==> src/rtl/cond_pkg.sv <==
`default_nettype none
// ============================================================================
// Package     : cond_pkg
// Description : Shared encodings for the condition-evaluation stage: the
//               4-bit ARM condition codes and the bit positions of the
//               {N,Z,C,V} flags.
// Revision    : 1.0 - initial release
// ============================================================================
package cond_pkg;

  // ARM condition field encodings (Instr[31:28])
  localparam logic [3:0] COND_EQ = 4'b0000;
  localparam logic [3:0] COND_NE = 4'b0001;
  localparam logic [3:0] COND_CS = 4'b0010;
  localparam logic [3:0] COND_CC = 4'b0011;
  localparam logic [3:0] COND_MI = 4'b0100;
  localparam logic [3:0] COND_PL = 4'b0101;
  localparam logic [3:0] COND_VS = 4'b0110;
  localparam logic [3:0] COND_VC = 4'b0111;
  localparam logic [3:0] COND_HI = 4'b1000;
  localparam logic [3:0] COND_LS = 4'b1001;
  localparam logic [3:0] COND_GE = 4'b1010;
  localparam logic [3:0] COND_LT = 4'b1011;
  localparam logic [3:0] COND_GT = 4'b1100;
  localparam logic [3:0] COND_LE = 4'b1101;
  localparam logic [3:0] COND_AL = 4'b1110;
  localparam logic [3:0] COND_NV = 4'b1111;

  // Bit positions within the {N,Z,C,V} flag vector
  localparam int FLAG_N = 3;
  localparam int FLAG_Z = 2;
  localparam int FLAG_C = 1;
  localparam int FLAG_V = 0;

endpackage : cond_pkg
`default_nettype wire

==> src/rtl/cond_check.sv <==
`default_nettype none
// ============================================================================
// Module      : cond_check
// Description : Purely combinational evaluation of an ARM condition field
//               against a set of {N,Z,C,V} flags.
// Ports       : Cond   [3:0] in  - condition field
//               Flags  [3:0] in  - {N,Z,C,V}
//               CondEx       out - 1 when the instruction should execute
// Revision    : 1.0 - initial release
// ============================================================================
module cond_check
  import cond_pkg::*;
(
  input  logic [3:0] Cond,
  input  logic [3:0] Flags,
  output logic       CondEx
);

  logic w_n;
  logic w_z;
  logic w_c;
  logic w_v;
  logic w_ge;

  assign w_n  = Flags[FLAG_N];
  assign w_z  = Flags[FLAG_Z];
  assign w_c  = Flags[FLAG_C];
  assign w_v  = Flags[FLAG_V];
  // Signed greater-or-equal: N and V agree
  assign w_ge = (w_n == w_v);

  always_comb begin
    CondEx = 1'b0;
    case (Cond)
      COND_EQ: CondEx = w_z;
      COND_NE: CondEx = ~w_z;
      COND_CS: CondEx = w_c;
      COND_CC: CondEx = ~w_c;
      COND_MI: CondEx = w_n;
      COND_PL: CondEx = ~w_n;
      COND_VS: CondEx = w_v;
      COND_VC: CondEx = ~w_v;
      COND_HI: CondEx = w_c & ~w_z;
      COND_LS: CondEx = ~w_c | w_z;
      COND_GE: CondEx = w_ge;
      COND_LT: CondEx = ~w_ge;
      COND_GT: CondEx = ~w_z & w_ge;
      COND_LE: CondEx = w_z | ~w_ge;
      COND_AL: CondEx = 1'b1;
      COND_NV: CondEx = 1'b0;
      default: CondEx = 1'b0;
    endcase
  end

endmodule : cond_check
`default_nettype wire

==> src/rtl/cond_logic_mc.sv <==
`default_nettype none
// ============================================================================
// Module      : cond_logic_mc
// Description : Condition-evaluation and write-gating stage for the
//               multicycle ARM datapath. Holds NZCV, evaluates the condition
//               field, gates PC/register/memory write strobes and keeps
//               saturating executed/squashed writeback counters.
// Ports       : clk        in   - clock, rising edge
//               reset      in   - asynchronous active-low reset
//               Cond  [3:0] in  - condition field
//               ALUFlags[3:0] in - ALU {N,Z,C,V}
//               FlagW [1:0] in  - [1] writes N,Z ; [0] writes C,V
//               PCS, NextPC, RegW, MemW in - decoder/FSM write requests
//               PCWrite, RegWrite, MemWrite out - gated strobes
//               Flags [3:0] out - registered {N,Z,C,V}
//               CondExQ     out - registered condition result
//               ExecCnt, SquashCnt [CNT_W-1:0] out - writeback counters
// Revision    : 1.0 - initial release
// ============================================================================
module cond_logic_mc
  import cond_pkg::*;
#(
  parameter int CNT_W = 16
) (
  input  logic             clk,
  input  logic             reset,
  input  logic [3:0]       Cond,
  input  logic [3:0]       ALUFlags,
  input  logic [1:0]       FlagW,
  input  logic             PCS,
  input  logic             NextPC,
  input  logic             RegW,
  input  logic             MemW,
  output logic             PCWrite,
  output logic             RegWrite,
  output logic             MemWrite,
  output logic [3:0]       Flags,
  output logic             CondExQ,
  output logic [CNT_W-1:0] ExecCnt,
  output logic [CNT_W-1:0] SquashCnt
);

  localparam logic [CNT_W-1:0] c_cnt_one = {{(CNT_W-1){1'b0}}, 1'b1};
  localparam logic [CNT_W-1:0] c_cnt_max = {CNT_W{1'b1}};

  logic [3:0]       flags_q;
  logic [3:0]       flags_d;
  logic             condex_q;
  logic [CNT_W-1:0] exec_q;
  logic [CNT_W-1:0] exec_d;
  logic [CNT_W-1:0] squash_q;
  logic [CNT_W-1:0] squash_d;

  logic             w_condex;
  logic [1:0]       w_flag_write;
  logic             w_wb;

  // Condition is evaluated from the registered flags, never from ALUFlags
  cond_check u_cond_check (
    .Cond   (Cond),
    .Flags  (flags_q),
    .CondEx (w_condex)
  );

  // Flag writes use the live CondEx so that a conditional flag-setting
  // instruction only updates NZCV when its own condition passes.
  assign w_flag_write = FlagW & {2{w_condex}};
  assign w_wb         = PCS | RegW | MemW;

  always_comb begin
    flags_d = flags_q;
    if (w_flag_write[1]) begin
      flags_d[FLAG_N:FLAG_Z] = ALUFlags[FLAG_N:FLAG_Z];
    end
    if (w_flag_write[0]) begin
      flags_d[FLAG_C:FLAG_V] = ALUFlags[FLAG_C:FLAG_V];
    end
  end

  // Writeback events are classified by the condition held in CondExQ,
  // the same value that gates the strobes in that cycle.
  always_comb begin
    exec_d   = exec_q;
    squash_d = squash_q;
    if (w_wb && condex_q && (exec_q != c_cnt_max)) begin
      exec_d = exec_q + c_cnt_one;
    end
    if (w_wb && !condex_q && (squash_q != c_cnt_max)) begin
      squash_d = squash_q + c_cnt_one;
    end
  end

  always_ff @(posedge clk or negedge reset) begin
    if (!reset) begin
      flags_q  <= 4'b0000;
      condex_q <= 1'b0;
      exec_q   <= '0;
      squash_q <= '0;
    end else begin
      flags_q  <= flags_d;
      condex_q <= w_condex;
      exec_q   <= exec_d;
      squash_q <= squash_d;
    end
  end

  // NextPC is the fetch-state increment and bypasses the condition
  assign PCWrite   = NextPC | (PCS & condex_q);
  assign RegWrite  = RegW & condex_q;
  assign MemWrite  = MemW & condex_q;

  assign Flags     = flags_q;
  assign CondExQ   = condex_q;
  assign ExecCnt   = exec_q;
  assign SquashCnt = squash_q;

endmodule : cond_logic_mc
`default_nettype wire

==> config.mk <==
export PLATFORM = sky130hd
export DESIGN_NAME = cond_logic_mc
export DESIGN_NICKNAME = d
export VERILOG_FILES = /design/src/rtl/cond_pkg.sv /design/src/rtl/cond_check.sv /design/src/rtl/cond_logic_mc.sv
export SDC_FILE = /design/constraint.sdc
export NUM_CORES = 1
export LEC_CHECK = 0
export ABC_AREA = 1
export BUFFER_PORTS_ARGS = -buffer_cell sky130_fd_sc_hd__buf_2
export CAP_MARGIN = 20
export CORE_UTILIZATION = 57
export DETAILED_ROUTE_END_ITERATION = 7
export PLACE_DENSITY_LB_ADDON = 0.05
export SETUP_SLACK_MARGIN = 0.5
export SLEW_MARGIN = 10
export SYNTH_ARGS = -nofsm -noshare
export SYNTH_HDL_FRONTEND = slang
export SYNTH_SLANG_ARGS = --single-unit
==> constraint.sdc <==
create_clock -name clk -period 2.55 [get_ports clk]
set_input_delay 0.255 -clock clk [delete_from_list [all_inputs] [get_ports clk]]
set_output_delay 0.255 -clock clk [all_outputs]
set_load 0.01 [all_outputs]
==> flow_metrics.py, run 1 <==
metrics = {
    "floorplanning": {
        "io_pins": 56,
        "fp-row-count": 22,
        "core_um2": 3660,
        "die_h_um": 63.9,
        "dieWidth_um": 63.9,
        "die_area_um2": 4080,
        "initial_utilization_pct": 59.6,
    },
    "timing": {
        "clock.fmax_ghz": 0.535,
        "worst_pin_slew_ps": 798,
        "skew_ps": 3.87,
        "holdWs_ps": 52.7,
        "postLayoutSetupSlackWorst_ps": 681,
        "setup_viol": 0,
        "period_needed_ps": 1870,
        "period_share_pct": 73.3,
        "max_slew_margin_pct": 46.8,
        "maxSlewViolCount": 0,
        "hold_violations": 0,
        "rsz0062_at_grt": "no",
        "fin_setup_tns_ps": 0,
    },
    "power_and_ir_drop": {
        "internal_power_mw": 1.27,
        "power.total_mw": 2.15,
        "p_sw_mw": 0.878,
        "seqPwrFrac_pct": 42.9,
        "power_frac_clock_pct": 19.0,
        "powerDensity_nw_per_um2": 834,
        "p_sw_share_pct": 40.9,
        "p_leak_nw": 1.39,
        "share_comb_of_total_power_pct": 38.1,
        "ir_worst_vdd_v": 0.000686,
    },
    "yosys": {
        "synth_edf_count": 0,
        "ys_seq_elements": 37,
        "yosys.area.top_type": "dfrtp_1",
        "synth_top_area_share_pct": 42.4,
        "syn_nets": 298,
        "ys_async_sr_fraction_pct": 100,
        "ys_seq_area_share_pct": 42.4,
        "yosysWarnings": 0,
        "syn_area_um2": 2180,
        "syn_area_per_cell_um2": 7.79,
        "ys.flop_type": "dfrtp_1",
        "yosysMostFrequentCell": "nand2_1",
        "synth_cell_types": 28,
        "synthCells": 280,
        "yosys-top-cells-area": "dfrtp_1 42%, nand2_1 16%, xor2_1 8.0%",
        "synth_common_cells": "91 x nand2_1, 37 x dfrtp_1, 28 x nor2_1",
    },
    "cells_and_area": {
        "nNetsFinal": 357,
        "instances_no_fill": 387,
        "final-seq-area_um2": 926,
        "drive_above_1_share_pct": 24.5,
        "synthToLayoutAreaGrowth_pct": 17.9,
        "post-route-util_pct": 70.3,
        "n_fill_cell": 307,
        "design_area_um2": 2570,
        "num_antenna_cells": 0,
        "multiInputGateArea_um2": 1110,
    },
    "critical_path": {
        "worstSetupStartpointType": "flip-flop",
        "critPathRequiredTime_ps": 2760,
        "crit_path_end_kind": "flip-flop",
        "crit_fanout": 11,
        "ff2ff_setup_slack_ps": 680,
        "critPathKind": "flip-flop to flip-flop",
        "reg2regPathDepth": 9,
        "cp_num_buf_inv": 0,
        "worstSetupStartpoint": "SquashCnt[0]",
        "crit_family": "simple AND/OR/NAND/NOR gates",
        "r2r_end": "SquashCnt[8]",
        "cp.depth": 9,
        "max_stage_delay_ps": 430,
        "crit_end": "SquashCnt[8]",
        "cpMostUsedCell": "nor2_1",
        "cp_slowest_cell": "dfrtp_1",
        "cp_cell_sequence": "ha_1, nand3_1, nor2_1, nand3b_1, nand2_2, nor2_2, nand2_1, nor2_1, xor2_1",
        "r2r-start": "SquashCnt[0]",
        "cp.arrival_ps": 2080,
    },
    "global_routing": {
        "gr-total-overflow": 0,
        "grt_pass1_wl_mm": 8.09,
        "grt_pass1_vias": 1937,
        "grt_max_degree": 38,
        "grt_use_total_pct": 25.7,
        "antenna_found_initial": 0,
    },
    "detailed_routing": {
        "drt_first_pass_iters": 5,
        "detail-route-antenna-nets": 0,
        "first_iter_violations": 139,
        "routed_wl_mm": 4.56,
        "vias": 1951,
        "viasPerCell": 5.04,
        "avgRoutedWirePerCell_um": 11.8,
        "drc": 0,
    },
    "clock_network": {
        "htree_num_levels": 2,
        "cts_root_buf": "clkbuf_8",
        "cts.sinks": 37,
        "cts_tree": "built",
        "cts-resized-gates": 0,
        "path_clk_slew_ps": 70,
        "cts_setup_buffers": 0,
        "holdBufCountCts": 0,
        "clkLatencyLatePin_ps": 290,
        "cts_made_buffers": 5,
        "clockBufferDepth": 2,
    },
    "status": {
        "outcome": "complete, no violations",
    },
    "place": {
        "place_hpwl_mm": 3.46,
        "dp_cells": 380,
        "post-place-ws_ps": 698,
        "dpl_cell_area_um2": 2480,
        "port_buffers": 55,
        "place.gp.congestion": 0.860,
    },
    "worst_hold_path": {
        "hp-class": "input port to asynchronous set/reset pin",
    },
    "run": {
        "drv_cap": 0,
    },
}
[power groups by stage]
| stage | clock [mW] | combinational [mW] | sequential, mW |
|---|---|---|---|
| floorplan | 0 | 0.499 | 0.974 |
| global placement | 0 | 0.794 | 0.919 |
| detailed placement | 0 | 0.815 | 0.929 |
| CTS | 0.421 | 0.824 | 0.921 |
| global route | 0.440 | 0.930 | 0.946 |
| finish | 0.408 | 0.818 | 0.920 |
[cells in the final DEF, fill, tap and decap left out, types with 6 or more instances in the layout]
cell type	instances
xor2_1	20
xnor2_1	9
inv_1	25
nor2_1	27
nand3_1	14
nand2_1	91
nand4_1	8
clkbuf_8	6
buf_2	55
dfrtp_1	37
[cell families after synthesis]
| logic type | synth area share, % |
|---|---|
| AND/OR/NAND/NOR | 33.8 |
| flip-flops | 42.4 |
| buffers and inverters | 6.71 |
| XOR/XNOR | 11.6 |
| AO/OA/AOI/OAI | 4.24 |
| adder cells (fa/ha/maj) | 1.15 |
[flip-flops by register name, summed over array words and instances, names as in the netlist]
signal	cells
CondExQ	1
ExecCnt	16
Flags	4
SquashCnt	16
[final cells by class]
type	instances	area share [%]
well taps	48	2.33
clock buffers	7	3.36
flip-flops and latches	37	36.0
multi-input cells	210	43.2
inverters	30	4.38
repair buffers	55	10.7
[routing by layer]
layer,share of wire [%],global-route usage (%),vias to the layer above
li1,-,-,999
met1,44,31.7,892
met2,49,41.8,50
met3,4.4,6.25,10
met4,1.9,12.8,0
met5,0,0,-
[worst min path at each step]
| stage | start | slack, ps | cells past startpoint | to |
|---|---|---|---|---|
| global placement | reset | 380 | 1 | ExecCnt[3] |
| finish | reset | 50 | 1 | ExecCnt[5] |
| global route | reset | 130 | 1 | ExecCnt[5] |
| detailed placement | reset | 390 | 1 | ExecCnt[3] |
| floorplan | reset | -40 | 0 | CondExQ |
| CTS | reset | 80 | 1 | ExecCnt[3] |
(Power assumes the default switching activity.)
==> inputs of run 2 (changes only) <==
- CORE_UTILIZATION: 57 -> 53
- clock period: 2.55 -> 1.75 ns (I/O delays scaled with it)
==> flow_metrics.py, run 2 (synthesis results as in run 1) <==
metrics = {
    "status": {
        "outcome": "complete, no violations",
    },
    "cells_and_area": {
        "num_antenna_cells": 0,
        "nNetsFinal": 408,
        "mostFrequentLayoutCells": "62 x nand2_1, 54 x buf_2, 40 x buf_4",
        "drive_above_1_share_pct": 53.7,
        "synthToLayoutAreaGrowth_pct": 58.1,
        "n_fill_cell": 155,
        "instances_no_fill": 439,
        "final_common_cell": "nand2_1",
    },
    "critical_path": {
        "reg2regPathDepth": 9,
        "ff2ff_setup_slack_ps": 40,
        "cp_slowest_cell": "dfrtp_1",
        "max_stage_delay_ps": 460,
        "worstSetupStartpoint": "SquashCnt[9]",
        "cp.depth": 9,
        "r2r_end": "SquashCnt[7]",
        "worstSetupStartpointType": "flip-flop",
        "crit_path_end_kind": "flip-flop",
        "crit_family": "simple AND/OR/NAND/NOR gates",
        "cp.arrival_ps": 1930,
        "crit_fanout": 7,
        "critPathKind": "flip-flop to flip-flop",
        "critPathRequiredTime_ps": 1970,
        "r2r-start": "SquashCnt[9]",
        "cp_num_buf_inv": 3,
        "cp_cell_sequence": "nand2_1, inv_1, nand2_2, nand3b_1, nand2_4, buf_8, inv_6, nand2_1, xor2_1",
        "crit_end": "SquashCnt[7]",
        "cpMostUsedCell": "nand2_1",
    },
    "timing": {
        "skew_ps": 19.7,
        "max_slew_margin_pct": 67.5,
        "period_share_pct": 97.9,
        "worst_pin_slew_ps": 488,
        "hold_violations": 0,
        "maxSlewViolCount": 0,
        "rsz0062_at_grt": "yes",
        "period_needed_ps": 1710,
        "clock.fmax_ghz": 0.584,
        "setup_viol": 0,
    },
    "floorplanning": {
        "die_area_um2": 4380,
        "initial_utilization_pct": 57.4,
        "fp-row-count": 22,
        "core_um2": 3800,
        "dieWidth_um": 66.2,
        "io_pins": 56,
        "die_h_um": 66.2,
    },
    "global_routing": {
        "gr-total-overflow": 0,
        "grt_use_total_pct": 34.0,
        "grt_max_degree": 20,
        "antenna_found_initial": 0,
        "grt_pass1_vias": 2304,
        "grt_pass1_wl_mm": 11.0,
    },
    "detailed_routing": {
        "vias": 2702,
        "drc": 0,
        "drt_first_pass_iters": 5,
        "viasPerCell": 6.15,
        "avgRoutedWirePerCell_um": 21.3,
        "first_iter_violations": 397,
        "routed_wl_mm": 9.36,
        "detail-route-antenna-nets": 0,
    },
    "place": {
        "dp_cells": 386,
        "place_hpwl_mm": 3.81,
        "place.gp.congestion": 0.932,
        "port_buffers": 55,
    },
    "clock_network": {
        "clockBufferDepth": 2,
        "htree_num_levels": 2,
        "cts_made_buffers": 5,
        "cts_root_buf": "clkbuf_8",
        "path_clk_slew_ps": 80,
        "cts.sinks": 37,
        "cts_tree": "built",
        "clkLatencyLatePin_ps": 310,
    },
    "worst_hold_path": {
        "hp-class": "input port to flip-flop",
    },
    "power_and_ir_drop": {
        "p_leak_nw": 1.78,
        "powerDensity_nw_per_um2": 1330,
        "ir_worst_vdd_v": 0.000786,
        "power.total_mw": 4.59,
    },
    "run": {
        "drv_cap": 0,
    },
}
-- run 2: changes by cell type in the layout (fill, tap and decap cells not counted), moves of 4 or more --
cell | before | now
nand2_2 | 5 | 27
nor2_1 | 27 | 17
o21ai_2 | 2 | 6
dfrtp_1 | 37 | 27
nand3_1 | 14 | 6
nand2_4 | 1 | 7
inv_1 | 25 | 20
buf_4 | 0 | 40
nor2_4 | 0 | 10
nand2_1 | 91 | 62
dfrtp_2 | 0 | 10
buf_6 | 0 | 8
nand3_2 | 1 | 5
nand3_4 | 0 | 4
-- run 2: worst min path at each step --
| stage | from | end | depth (start not counted) |
|---|---|---|---|
| 3_5_place_dp | reset | SquashCnt[5] | 1 |
| 2_1_floorplan | reset | CondExQ | 0 |
| 3_3_place_gp | reset | SquashCnt[5] | 1 |
| 5_1_grt | ALUFlags[1] | Flags[1] | 3 |
| 4_1_cts | ALUFlags[0] | Flags[0] | 3 |
| 6_report | ALUFlags[1] | Flags[1] | 3 |
-- run 2: cell type report --
cell class | count | area, µm² | area share [%]
timing repair buffer | 105 | 706 | 20.5
tap | 48 | 60.1 | 1.74
multi-input combinational | 210 | 1490 | 43.3
timing repair inverter | 1 | 11.3 | 0.326
clock buffer | 7 | 86.3 | 2.50
inverter | 30 | 125 | 3.63
sequential | 37 | 938 | 27.2
clock inverter | 1 | 30.0 | 0.871
-- run 2: routing by layer --
layer  wire (µm)  GRT usage, %  vias to the layer above
met1        3280          41.5                     1245
met3         999          7.24                       78
met5           0             0                        -
met4         657          10.4                        0
li1            -             -                     1104
met2        4430          59.3                      275
-- run 2: where the power goes --
| part | internal (mW) | total [mW] | switching, mW | leakage (nW) |
|---|---|---|---|---|
| sequential | 1.09 | 1.40 | 0.309 | 0.465 |
| combinational | 1.01 | 2.37 | 1.35 | 1.26 |
| clock | 0.466 | 0.819 | 0.353 | 0.0585 |
-- run 2: repair_timing --
action,in CTS,in global routing
buffers inserted,29,14
pin swaps,27,15
setup endpoints to repair,36,39
hold buffers,1,0
gates cloned,1,0
resized for setup,57,49
hold endpoints to repair,18,0
-- run 2: per-stage QoR --
stage	setup TNS [ps]	hold slack (ps)	setup slack (ps)	util, %	area [µm²]
after detailed placement	0	143	71.0	68.3	2600
final	0	136	36.2	90.8	3450
after CTS	0	147	251	83.2	3160
after floorplan	0	-121	258	-	2240
after global routing	-340	160	-75.2	90.8	3450
after global placement	0	145	130	68.3	2600
-- run 2: worst reg2reg max path, stage by stage (launching register included) --
cell      delay [ps]
dfrtp_1          460
nand2_1          120
inv_1            120
nand2_2           90
nand3b_1         240
nand2_4          180
buf_8            160
inv_6             50
nand2_1           80
xor2_1           140
